$ cat config.mk
export PLATFORM = sky130hd
export DESIGN_NAME = hazard_forward_unit
export DESIGN_NICKNAME = d
export VERILOG_FILES = /design/src/rtl/hfu_pkg.sv /design/src/rtl/hfu_scoreboard.sv /design/src/rtl/hazard_forward_unit.sv
export SDC_FILE = /design/constraint.sdc
export NUM_CORES = 1
export LEC_CHECK = 0
export ABC_AREA = 1
export CAP_MARGIN = 0
export CORE_ASPECT_RATIO = 1.5
export CORE_UTILIZATION = 50
export DETAILED_ROUTE_END_ITERATION = 6
export PLACE_DENSITY = 0.73
export SETUP_SLACK_MARGIN = 0.15
export SYNTH_ARGS = -nofsm -noshare
export SYNTH_HDL_FRONTEND = slang
export SYNTH_SLANG_ARGS = --single-unit
$ cat constraint.sdc
create_clock -name clk -period 3.55 [get_ports clk]
set_input_delay 1.065 -clock clk [delete_from_list [all_inputs] [get_ports clk]]
set_output_delay 1.065 -clock clk [all_outputs]
set_load 0.02 [all_outputs]
$ cat src/rtl/hfu_pkg.sv
// Shared encodings for the hazard/forwarding unit: control FSM states and
// forwarding-mux select codes, also used by the EXE operand muxes.
package hfu_pkg;

  typedef enum logic [1:0] {
    RUN      = 2'd0,
    STALL_LD = 2'd1,
    STALL_MC = 2'd2
  } hfu_state_e;

  localparam logic [1:0] FWD_RF  = 2'b00;
  localparam logic [1:0] FWD_MEM = 2'b01;
  localparam logic [1:0] FWD_WB  = 2'b10;

  // Width of each scoreboard down-counter; bounds the multi-cycle latency to 15.
  localparam int SB_W = 4;

endpackage

$ cat src/rtl/hfu_scoreboard.sv
// Per-register scoreboard for multi-cycle results plus the unit-busy counter,
// and the RAW / WAW / structural hazard detection against the ID instruction.
module hfu_scoreboard
  import hfu_pkg::*;
#(
  parameter int REG_AW    = 4,
  parameter int N_SRC     = 3,
  parameter int MC_LAT    = 3,
  parameter int ZERO_HARD = 0
) (
  input  logic                    clk,
  input  logic                    rst,
  input  logic                    id_valid,
  input  logic [N_SRC*REG_AW-1:0] id_src,
  input  logic [N_SRC-1:0]        id_re,
  input  logic [REG_AW-1:0]       id_dst,
  input  logic                    id_we,
  input  logic                    id_mc,
  input  logic                    issue,
  output logic                    mh,
  output logic                    mc_busy
);

  localparam int NREG = 2 ** REG_AW;
  localparam logic [SB_W-1:0] LAT = SB_W'(MC_LAT);

  logic [SB_W-1:0] sb_q [NREG];
  logic [SB_W-1:0] sb_d [NREG];
  logic [SB_W-1:0] uc_q, uc_d;
  logic            dst_track;
  logic            raw;

  // A hard-wired R0 is never loaded, so its counter stays zero and never hazards.
  assign dst_track = id_we && !((ZERO_HARD != 0) && (id_dst == '0));

  always_comb begin
    uc_d = (uc_q != '0) ? uc_q - 1'b1 : uc_q;
    if (issue) uc_d = LAT;
    for (int r = 0; r < NREG; r++) begin
      sb_d[r] = (sb_q[r] != '0) ? sb_q[r] - 1'b1 : sb_q[r];
      if (issue && dst_track && (id_dst == REG_AW'(r))) sb_d[r] = LAT;
    end
  end

  always_ff @(posedge clk or posedge rst) begin
    if (rst) begin
      uc_q <= '0;
      for (int r = 0; r < NREG; r++) sb_q[r] <= '0;
    end else begin
      uc_q <= uc_d;
      for (int r = 0; r < NREG; r++) sb_q[r] <= sb_d[r];
    end
  end

  always_comb begin
    raw = 1'b0;
    for (int i = 0; i < N_SRC; i++) begin
      if (id_re[i] && (sb_q[id_src[i*REG_AW +: REG_AW]] != '0)) raw = 1'b1;
    end
  end

  assign mh      = id_valid && (raw || (id_we && (sb_q[id_dst] != '0)) || (id_mc && (uc_q != '0)));
  assign mc_busy = (uc_q != '0);

endmodule

$ cat src/rtl/hazard_forward_unit.sv
// Operand forwarding selects, load-use / multi-cycle stall generation and
// a saturating stall-cycle counter for the ID/EXE boundary.
module hazard_forward_unit
  import hfu_pkg::*;
#(
  parameter int REG_AW    = 4,
  parameter int N_SRC     = 3,
  parameter int MC_LAT    = 3,
  parameter int ZERO_HARD = 0,
  parameter int CNT_W     = 16
) (
  input  logic                    clk,
  input  logic                    rst,
  input  logic                    id_valid,
  input  logic [N_SRC*REG_AW-1:0] id_src,
  input  logic [N_SRC-1:0]        id_re,
  input  logic [REG_AW-1:0]       id_dst,
  input  logic                    id_we,
  input  logic                    id_mc,
  input  logic [N_SRC*REG_AW-1:0] ex_src,
  input  logic [N_SRC-1:0]        ex_re,
  input  logic [REG_AW-1:0]       ex_dst,
  input  logic                    ex_we,
  input  logic                    ex_load,
  input  logic [REG_AW-1:0]       mem_dst,
  input  logic                    mem_we,
  input  logic [REG_AW-1:0]       wb_dst,
  input  logic                    wb_we,
  input  logic                    flush,
  output logic [2*N_SRC-1:0]      fwd_sel,
  output logic                    stall,
  output logic                    bubble,
  output logic                    mc_busy,
  output logic [CNT_W-1:0]        stall_cnt
);

  logic [N_SRC-1:0] lu_hit;
  logic             lu, mh, issue;
  hfu_state_e       st_q, st_d;
  logic [CNT_W-1:0] cnt_q, cnt_d;

  genvar gi;
  generate
    for (gi = 0; gi < N_SRC; gi++) begin : g_op
      logic [REG_AW-1:0] ex_a, id_a;
      logic              ex_zero, id_zero;
      assign ex_a    = ex_src[gi*REG_AW +: REG_AW];
      assign id_a    = id_src[gi*REG_AW +: REG_AW];
      assign ex_zero = (ZERO_HARD != 0) && (ex_a == '0);
      assign id_zero = (ZERO_HARD != 0) && (id_a == '0);
      // MEM is checked first: it holds the younger write to the same register.
      assign fwd_sel[2*gi +: 2] =
        (ex_zero || !ex_re[gi])         ? FWD_RF  :
        (mem_we && (ex_a == mem_dst))   ? FWD_MEM :
        (wb_we && (ex_a == wb_dst))     ? FWD_WB  : FWD_RF;
      assign lu_hit[gi] = id_re[gi] && !id_zero && (id_a == ex_dst);
    end
  endgenerate

  assign lu      = id_valid && ex_load && ex_we && (|lu_hit);
  assign stall   = (lu || mh) && !flush && !rst;
  assign bubble  = stall;
  assign issue   = id_valid && id_mc && !stall && !flush;

  hfu_scoreboard #(
    .REG_AW   (REG_AW),
    .N_SRC    (N_SRC),
    .MC_LAT   (MC_LAT),
    .ZERO_HARD(ZERO_HARD)
  ) u_sb (
    .clk     (clk),
    .rst     (rst),
    .id_valid(id_valid),
    .id_src  (id_src),
    .id_re   (id_re),
    .id_dst  (id_dst),
    .id_we   (id_we),
    .id_mc   (id_mc),
    .issue   (issue),
    .mh      (mh),
    .mc_busy (mc_busy)
  );

  always_comb begin
    st_d = st_q;
    case (st_q)
      RUN:      if (lu) st_d = STALL_LD; else if (mh) st_d = STALL_MC;
      STALL_LD: st_d = RUN;
      STALL_MC: if (!mh) st_d = RUN;
      default:  st_d = RUN;
    endcase
    if (flush) st_d = RUN;
  end

  assign cnt_d = (stall && (cnt_q != '1)) ? cnt_q + 1'b1 : cnt_q;

  always_ff @(posedge clk or posedge rst) begin
    if (rst) begin
      st_q  <= RUN;
      cnt_q <= '0;
    end else begin
      st_q  <= st_d;
      cnt_q <= cnt_d;
    end
  end

  assign stall_cnt = cnt_q;

endmodule

==> metrics.txt, run 1 <==
Reg-to-Reg Start u_sb.sb_q[2]; Final Max Slew Viols 0; cell taking the most area after synthesis dfrtp_1; normalized max-slew margin 0.5894; syn_nets roughly 1000; 1st-iter DRT viols ~360; Clk pwr share 0.162; endpoints failing hold 0; WP data required approximately 2.5 ns; final clock skew 0.008618 ns; DIE AREA about 14000 um2; Stages on worst setup path 14; R2R cell count 17; FP Rows a little over 50; Most common cell on crit path nand3_1; final design utilization 0.6393; switching power ~2.5 mW; clk_lat worst skew around 0.34 ns; Longest Clk Path Bufs 2; crit path buf inv count 5; initial antenna violation count 0; # IOs ~80; crit-path leading delay family simple AND/OR/NAND/NOR gates; power per standard cell area ~670 nW/um2; CP Class input port to output port; Seq pwr share 0.342; actual slew at the worst max-slew pin 0.6103 ns; worst hold start u_sb.uc_q[0]; placed inst area approximately 7900 um2; failing checks DRC; Leakage 4.352 nW; grt ovf 0; Synth Cell Area about 6600 um2; Final Net Count around 1200; Worst path slowest cell buf_6; first-pass detailed-route iteration total 7; Post-route DRC 2; Sw Ratio 0.4468; worst min path class register to register; vias per cell 5.174; top post-synthesis cells by area dfrtp_1 32%, nand2_1 13%, inv_1 8.6%, ha_1 6.5%, nor2_1 6.0%; Synth top area share 0.3187; synthesis-to-layout area growth 25.57%; final worst path period share 0.9522; Combinational Power Share 0.496; fillers ~1200; chip height roughly 140 um; core area about 13000 um2; max-cap violations 0; clock sinks 84; Cells on Worst Hold Path 2; Starting Density 0.5091; largest net degree at the start of global routing between 40 and 50; DR WL/cell between 10 and 15 um; #FFs+latches synth 84; r2r setup slk between 1 and 1.5 ns; TritonCTS clock tree done; GRT Util Overall 0.2537; Worst Setup End Kind output port; Crit. Startpoint id_src[4]; Synth warnings 0; R2R Path End u_sb.sb_q[11]; register area share after synthesis 0.3187; RSZ-0062 raised after global routing yes; Clock Tree Root clkbuf_16; worst vdd ir ~0.00026 V; via count 6348; syn avg cell area 7.153 um2; Pint around 3.1 mW; status complete, but fails checks; startpoint types input port; RePlAce Congestion 0.9338; vias in the first global route between 6000 and 7000; die width 95.78 um; # H-tree levels 3; CP max FO 6; crit path DAT 2.32 ns; upper clock frequency limit about 0.30 GHz; TritonCTS buffer count 9; CP max stage delay roughly 0.13 ns; first-pass GRT wire length around 27000 um; crit path capture stall; Port Buffers 80; Clock Pin Slew Worst Setup and Hold Paths 0.06 ns; share of post-route cells with drive strength above 1 0.1863; design area a little over 8000 um2; critical path, cell by cell buf_4 -> buf_6 -> nand3_1 -> o21ai_1 -> nand2_1 -> nand3_1 -> nand3_1 -> nand3_1 -> nand2_1 -> inv_1 -> nand2_2 -> nand2_4 -> inv_6 -> buf_6; Finish-stage setup viols 0; Antenna Violating Nets Remaining 0; Cell variety after synth 40; cells after synthesis slightly above 900; number of diodes 0; Tmin final around 3.4 ns; Final Routed Wirelength approximately 17000 um; final HPWL from detailed placement approximately 13000 um
## cells in the final DEF (no fill, tap or decap), types with 4 or more instances in the layout
master / instances
o22ai_1: 22
buf_6: 11
dlygate4sd2_1: 18
xnor2_1: 24
o21ai_2: 12
nor3_1: 24
nor2_4: 19
nand4_1: 11
nor2_2: 16
clkbuf_16: 9
xor2_1: 19
nand4_4: 10
inv_4: 4
nand2_2: 8
nand3_1: 74
ha_1: 34
inv_2: 12
buf_2: 11
o21ai_0: 32
a21oi_1: 7
inv_1: 135
clkdlybuf4s50_1: 32
nor2_1: 102
dfrtp_1: 84
buf_4: 59
o21ai_1: 6
nand2_1: 234
## synthesized netlist by cell type (all sizes together)
library cell and n:
xor2 19, o211ai 1, o22ai 22, nor4 2, a21boi 1, a2111oi 2
a21oi 9, nand4 22, buf 8, ha 34, nor3 26, nand3 75
or2 1, nand2 245, and2 1, inv 153, nand3b 1, o2111ai 1
o21ai 50, a221oi 1, dfrtp 84, clkbuf 3, xnor2 24, nor2 137
## power groups by stage
stage / sequential (mW) / clock (mW) / combinational [mW]
floorplan: 1.83 / 0 / 2.06
global placement: 1.89 / 0 / 2.65
detailed placement: 1.90 / 0 / 2.72
CTS: 1.89 / 0.913 / 2.75
global route: 1.95 / 0.949 / 3.14
finish: 1.89 / 0.893 / 2.74
## state kept, by name, indices dropped and copies added, names as in the netlist
name and flops:
u_sb.sb_q 64, u_sb.uc_q 4, stall_cnt 16
## cells by family after synthesis
kind of cell               Yosys count  share of synthesized area
AOI/OAI and AO/OA                   87                    0.07892
and+or+nand+nor                    510                     0.3756
adders and majority gates           34                    0.06450
buffers and inverters              164                     0.1051
xor gates and xnor gates            43                    0.05710
DFF                                 84                     0.3187
## how the worst min path moves through the flow
stage / end / slack, ns
after CTS: u_sb.uc_q[0] / 0.50
after floorplan: u_sb.uc_q[0] / 0.47
after global placement: u_sb.uc_q[0] / 0.48
final: u_sb.uc_q[0] / 0.51
after detailed placement: u_sb.uc_q[0] / 0.49
after global routing: u_sb.uc_q[0] / 0.53
## per-stage QoR
step / power [mW] / setup TNS [ns] / setup WS (ns) / std cells / hold slack, ns
final: 5.522 / 0 / 0.1696 / 1227 / 0.5057
after floorplan: 3.892 / 0 / 0.1772 / 922 / 0.4658
after detailed placement: 4.619 / -4.015 / -0.7804 / 1208 / 0.4855
after global routing: 6.042 / 0 / 0.1141 / 1227 / 0.5341
after CTS: 5.551 / 0 / 0.1512 / 1226 / 0.5005
after global placement: 4.537 / -4.064 / -0.7677 / 1208 / 0.4811
## metal layers
layer | up-vias | routed length (um) | global-route usage
li1 | 3208 | - | -
met1 | 2911 | 6451 | 0.2649
met2 | 171 | 8809 | 0.4703
met3 | 58 | 746 | 0.04100
met4 | 0 | 767 | 0.1390
met5 | - | 0 | 0
## cell type report
type / count / area, um2 / share of cell area
clock inverters: 4 / 32.53 / 0.003928
repair buffers: 142 / 1226 / 0.1481
multi-input cells: 674 / 3889 / 0.4696
clock buffers: 11 / 242.7 / 0.02931
flip-flops and latches: 84 / 2102 / 0.2538
inverters: 153 / 590.6 / 0.07131
well taps: 159 / 198.9 / 0.02402
## worst min-delay path, delay by kind of cell (launching register included)
family	cells	cell delay (ns)
DFF	1	0.34
and+or+nand+nor	2	0.13
## what timing repair did
item                                    CTS  global route
endpoints found under the setup margin    8             8
cloned                                    1             1
pin swaps                                16            20
endpoints found under the hold margin     0             0
hold buffers                              0             0
buffers inserted                          2             0
gates resized for setup                 170            28
No activity file was read; power rests on OpenSTA's default activity.
==> run 2, diff against run 1 <==
- DONT_BUFFER_PORTS: unset -> 1
- PLACE_DENSITY: 0.73 -> unset
==> metrics.txt, run 2 (synthesis gave the netlist of run 1 again) <==
synthesis-to-layout area growth 7.342%; R2R cell count 15; Fin Setup TNS 0 ns; Tmin final ~3.3 ns; Post-route DRC 0; r2r setup slk 0.92 ns; crit path capture stall; Starting Density 0.5091; vias per cell around 5.3; DIE AREA 13660 um2; worst min path class register to register; DR WL/cell 15.07 um; most frequent cells in the layout 234 x nand2_1, 149 x inv_1, 103 x nor2_1; RePlAce Congestion around 0.94; design area around 7100 um2; grt ovf 0; actual slew at the worst max-slew pin ~0.81 ns; Top Usage Layer GRT met2; Clock Pin Slew Worst Setup and Hold Paths 0.07 ns; Finished Layout Cells between 1000 and 1500; met3 GRT Util 0.05698; CP max FO 11; WP data required about 2.5 ns; # IOs 81; GR Layer Usage met1 0.2774; Final Max Slew Viols 0; upper clock frequency limit ~0.30 GHz; number of diodes 0; hold_buf cts 0; power per standard cell area ~760 nW/um2; Leakage between 3 and 4 nW; Hold WS roughly 0.5 ns; Finish-stage setup viols 0; vias in the first global route around 5700; normalized max-slew margin 0.4612; FP Rows between 50 and 60; max-cap violations 0; final design utilization 0.5465; Crit. Startpoint id_src[0]; Final Routed Wirelength 16470 um; Antenna Violating Nets Remaining 0; CP Class input port to output port; clock sinks 84; endpoints failing hold 0; Port Buffers 0; Reg-to-Reg Start u_sb.sb_q[38]; 1st-iter DRT viols around 330; initial antenna violation count 0; clk_lat worst skew ~0.35 ns; crit path DAT between 2 and 2.5 ns; most common cell after layout, fill and taps aside nand2_1; Longest Clk Path Bufs 2; first-pass detailed-route iteration total 5; final HPWL from detailed placement ~13000 um; TritonCTS clock tree done; RSZ-0062 raised after global routing no; core area between 10000 and 15000 um2; worst vdd ir 0.0004550 V; final worst path period share 0.9314; placed inst area 6745 um2; Final Net Count 1019; via count 5822; grt met2 use 0.4481; chip height 142.7 um; Worst Setup End Kind output port; R2R Path End u_sb.sb_q[23]; max reg flops between 60 and 70; largest net degree at the start of global routing 51; TritonCTS buffer count 9; status finished, final reports clean; largest reg by FF count u_sb.sb_q; GRT Util Overall 0.2514; startpoint types input port; Clock Tree Root clkbuf_16; first-pass GRT wire length 26530 um; DP Cell Count around 1100; fillers about 1300; final clock skew 0.01232 ns; share of post-route cells with drive strength above 1 0.1006; die width around 96 um; # H-tree levels 3
run 2: changes by cell type in the layout (fill, tap and decap cells not counted), moves of 11 or more:
cell / before / now
buf_2: 11 / 0
buf_4: 59 / 3
buf_6: 11 / 0
clkdlybuf4s50_1: 32 / 0
dlygate4sd2_1: 18 / 0
inv_1: 135 / 149
inv_2: 12 / 1
run 2: power by group:
group          internal, mW  total [mW]  switching (mW)  leakage, nW
clock                 0.487       0.912           0.424        0.138
combinational          1.04        2.53            1.48         2.55
sequential             1.39        1.91           0.516         1.03
run 2: metrics by stage:
step           worst slack, ns  power (mW)
2_1_floorplan           0.1772       3.892
3_3_place_gp            0.3036       4.320
3_5_place_dp            0.2866       4.434
4_1_cts                 0.2749       5.381
5_1_grt                 0.1627       5.879
6_report                0.2435       5.347
run 2: worst max-delay path, cell delays in order:
cell	delay, ns
clkinvlp_4	0.13
o21ai_1	0.16
a21oi_1	0.06
nand2_1	0.06
nand3_1	0.07
a21oi_1	0.17
nand2_1	0.10
nor2_2	0.13
nand2_2	0.10
nand2_8	0.09
clkinv_8	0.10
run 2: per-layer routing:
layer	vias up	routed length, um
met5	-	0
met1	2705	6351
met2	144	8579
li1	2931	-
met4	0	644
met3	42	896
run 2: timing repair:
action | in CTS | in global routing
endpoints found under the setup margin | 0 | 2
setup buffers | 0 | 1
gates resized for setup | 0 | 7
endpoints found under the hold margin | 0 | 0
run 2: worst min-delay path by stage:
stage | startpoint | endpoint | depth (start not counted)
final | u_sb.uc_q[0] | u_sb.uc_q[0] | 2
after global placement | u_sb.uc_q[0] | u_sb.uc_q[0] | 2
after CTS | u_sb.uc_q[0] | u_sb.uc_q[0] | 2
after detailed placement | u_sb.uc_q[0] | u_sb.uc_q[0] | 2
after floorplan | u_sb.uc_q[0] | u_sb.uc_q[0] | 2
after global routing | u_sb.uc_q[1] | u_sb.uc_q[1] | 2
run 2: final cells by class:
class | count | area, um2 | share of cell area
clock buffers | 10 | 229.0 | 0.03234
clock inverters | 6 | 52.55 | 0.007423
inverters | 153 | 591.8 | 0.08360
multi-input cells | 674 | 3825 | 0.5403
flip-flops and latches | 84 | 2102 | 0.2969
well taps | 159 | 198.9 | 0.02810
repair buffers | 5 | 62.56 | 0.008837
repair inverters | 2 | 17.52 | 0.002474
==> run 3, diff against run 2 <==
- CORE_UTILIZATION: 50 -> 55
- PLACE_DENSITY: unset -> 0.7
==> metrics.txt, run 3 (synthesis gave the netlist of run 1 again) <==
status finished, final reports clean; R2R Path End u_sb.sb_q[14]; Final Max Slew Viols 0; DIE AREA between 10000 and 15000 um2; core area about 12000 um2; GRT Util Overall 0.2573; die width just over 90 um; final clock skew ~0.011 ns; RePlAce Congestion between 0.9 and 1; Seq pwr share 0.357; largest reg by FF count u_sb.sb_q; normalized max-slew margin 0.5090; final design utilization 0.6065; CP max FO 13; most frequent cells in the layout 234 x nand2_1, 149 x inv_1, 104 x nor2_1; startpoint types input port; 1st-iter DRT viols just under 300; max reg flops 64; Post-route DRC 0; worst min path class register to register; Worst Setup End Kind output port; switching power roughly 2.4 mW; TritonCTS clock tree done; first-pass detailed-route iteration total 4; largest net degree at the start of global routing between 40 and 50; share of post-route cells with drive strength above 1 0.09871; FP Rows 48; Final Net Count between 1000 and 1500; via count ~5700; vias in the first global route ~5600; RSZ-0062 raised after global routing no; Longest Clk Path Bufs 2; Sw Ratio 0.4467; Tmin final roughly 3.3 ns; Clk pwr share 0.176; Combinational Power Share 0.467; endpoints failing hold 0; Starting Density 0.5690; WP data required 2.48 ns; grt ovf 0; Port Buffers 0; power per standard cell area 757.8 nW/um2; Finish-stage setup viols 0; upper clock frequency limit just over 0.3 GHz; clock sinks 84; initial antenna violation count 0; fillers around 1100; clk_lat worst skew between 0.3 and 0.4 ns; R2R cell count 15; Crit. Startpoint id_src[0]; vias per cell about 5.3; Clock Pin Slew Worst Setup and Hold Paths approximately 0.070 ns; Fin Setup TNS 0 ns; chip height 136.1 um; final worst path period share 0.9203; Post-CTS Setup Bufs 0; Clock Tree Root clkbuf_16; number of diodes 0; # IOs 81; DR WL/cell ~14 um; Pint between 2 and 3 mW; Final Routed Wirelength around 15000 um; final HPWL from detailed placement between 10000 and 15000 um; TritonCTS buffer count 9; first-pass GRT wire length about 25000 um; most common cell after layout, fill and taps aside nand2_1; worst vdd ir about 0.00037 V; Reg-to-Reg Start u_sb.sb_q[28]; CP Class input port to output port; r2r setup slk just over 0.9 ns; Antenna Violating Nets Remaining 0; Leakage roughly 3.7 nW; max-cap violations 0; crit path DAT roughly 2.2 ns; actual slew at the worst max-slew pin between 0.7 and 0.8 ns; crit path capture bubble; # H-tree levels 3; synthesis-to-layout area growth 6.602%
[run 3: changes by cell type in the layout (fill, tap and decap cells not counted), sizes merged]
| cell | previous run | this run |
|---|---|---|
| inv | 156 | 153 |
| clkinvlp | 1 | 2 |
| clkinv | 4 | 3 |
| clkbuf | 10 | 11 |
[run 3: worst min path at each step]
stage / start / endpoint / slack, ns / cells past startpoint
floorplan: u_sb.uc_q[0] / u_sb.uc_q[0] / 0.47 / 2
global placement: u_sb.uc_q[0] / u_sb.uc_q[0] / 0.48 / 2
detailed placement: u_sb.uc_q[0] / u_sb.uc_q[0] / 0.49 / 2
CTS: u_sb.uc_q[0] / u_sb.uc_q[0] / 0.50 / 2
global route: u_sb.uc_q[0] / u_sb.uc_q[0] / 0.52 / 2
finish: u_sb.uc_q[0] / u_sb.uc_q[0] / 0.50 / 2
[run 3: power groups by stage]
stage	sequential [mW]	combinational, mW	clock, mW
2_1_floorplan	1.83	2.06	0
3_3_place_gp	1.92	2.44	0
3_5_place_dp	1.92	2.48	0
4_1_cts	1.91	2.51	0.951
5_1_grt	1.97	2.91	0.979
6_report	1.90	2.49	0.935
[run 3: worst max-delay path, cell delays in order]
cell and delay [ns]:
clkinvlp_4 0.14, nand3_1 0.14, nand2_1 0.06, nand2_1 0.05
nand3_1 0.07, nand3_1 0.08, nand2_1 0.05, nor2_1 0.14
nor2_2 0.06, nand2_2 0.09, nand2_4 0.08, inv_8 0.16
[run 3: per-stage QoR]
stage	area (um2)	worst slack (ns)	total power [mW]	hold WS [ns]	std cells
after floorplan	6598	0.1772	3.892	0.4658	922
after global placement	6729	0.3102	4.359	0.4822	1066
after detailed placement	6729	0.2762	4.405	0.4867	1066
after CTS	7024	0.2642	5.364	0.5024	1082
after global routing	7030	0.1556	5.862	0.5211	1082
final	7030	0.2830	5.328	0.5012	1082
[run 3: repair_timing]
item / in CTS / in global routing
hold buffers: 0 / 0
gates resized for setup: 0 / 3
endpoints found under the setup margin: 0 / 2
hold endpoints to repair: 0 / 0
[run 3: final cells by class]
class	instances	area [um2]	area share
multi-input combinational	674	3809	0.5417
sequential	84	2102	0.2990
clock buffer	11	252.7	0.03595
clock inverter	5	42.54	0.006051
inverter	153	586.8	0.08347
timing repair buffer	5	50.05	0.007119
tap	150	187.7	0.02670
[run 3: per-layer routing]
metal / share of wire / track usage
met1: 0.40 / 0.2853
met2: 0.52 / 0.4716
met3: 0.047 / 0.03971
met4: 0.035 / 0.1332
met5: 0 / 0
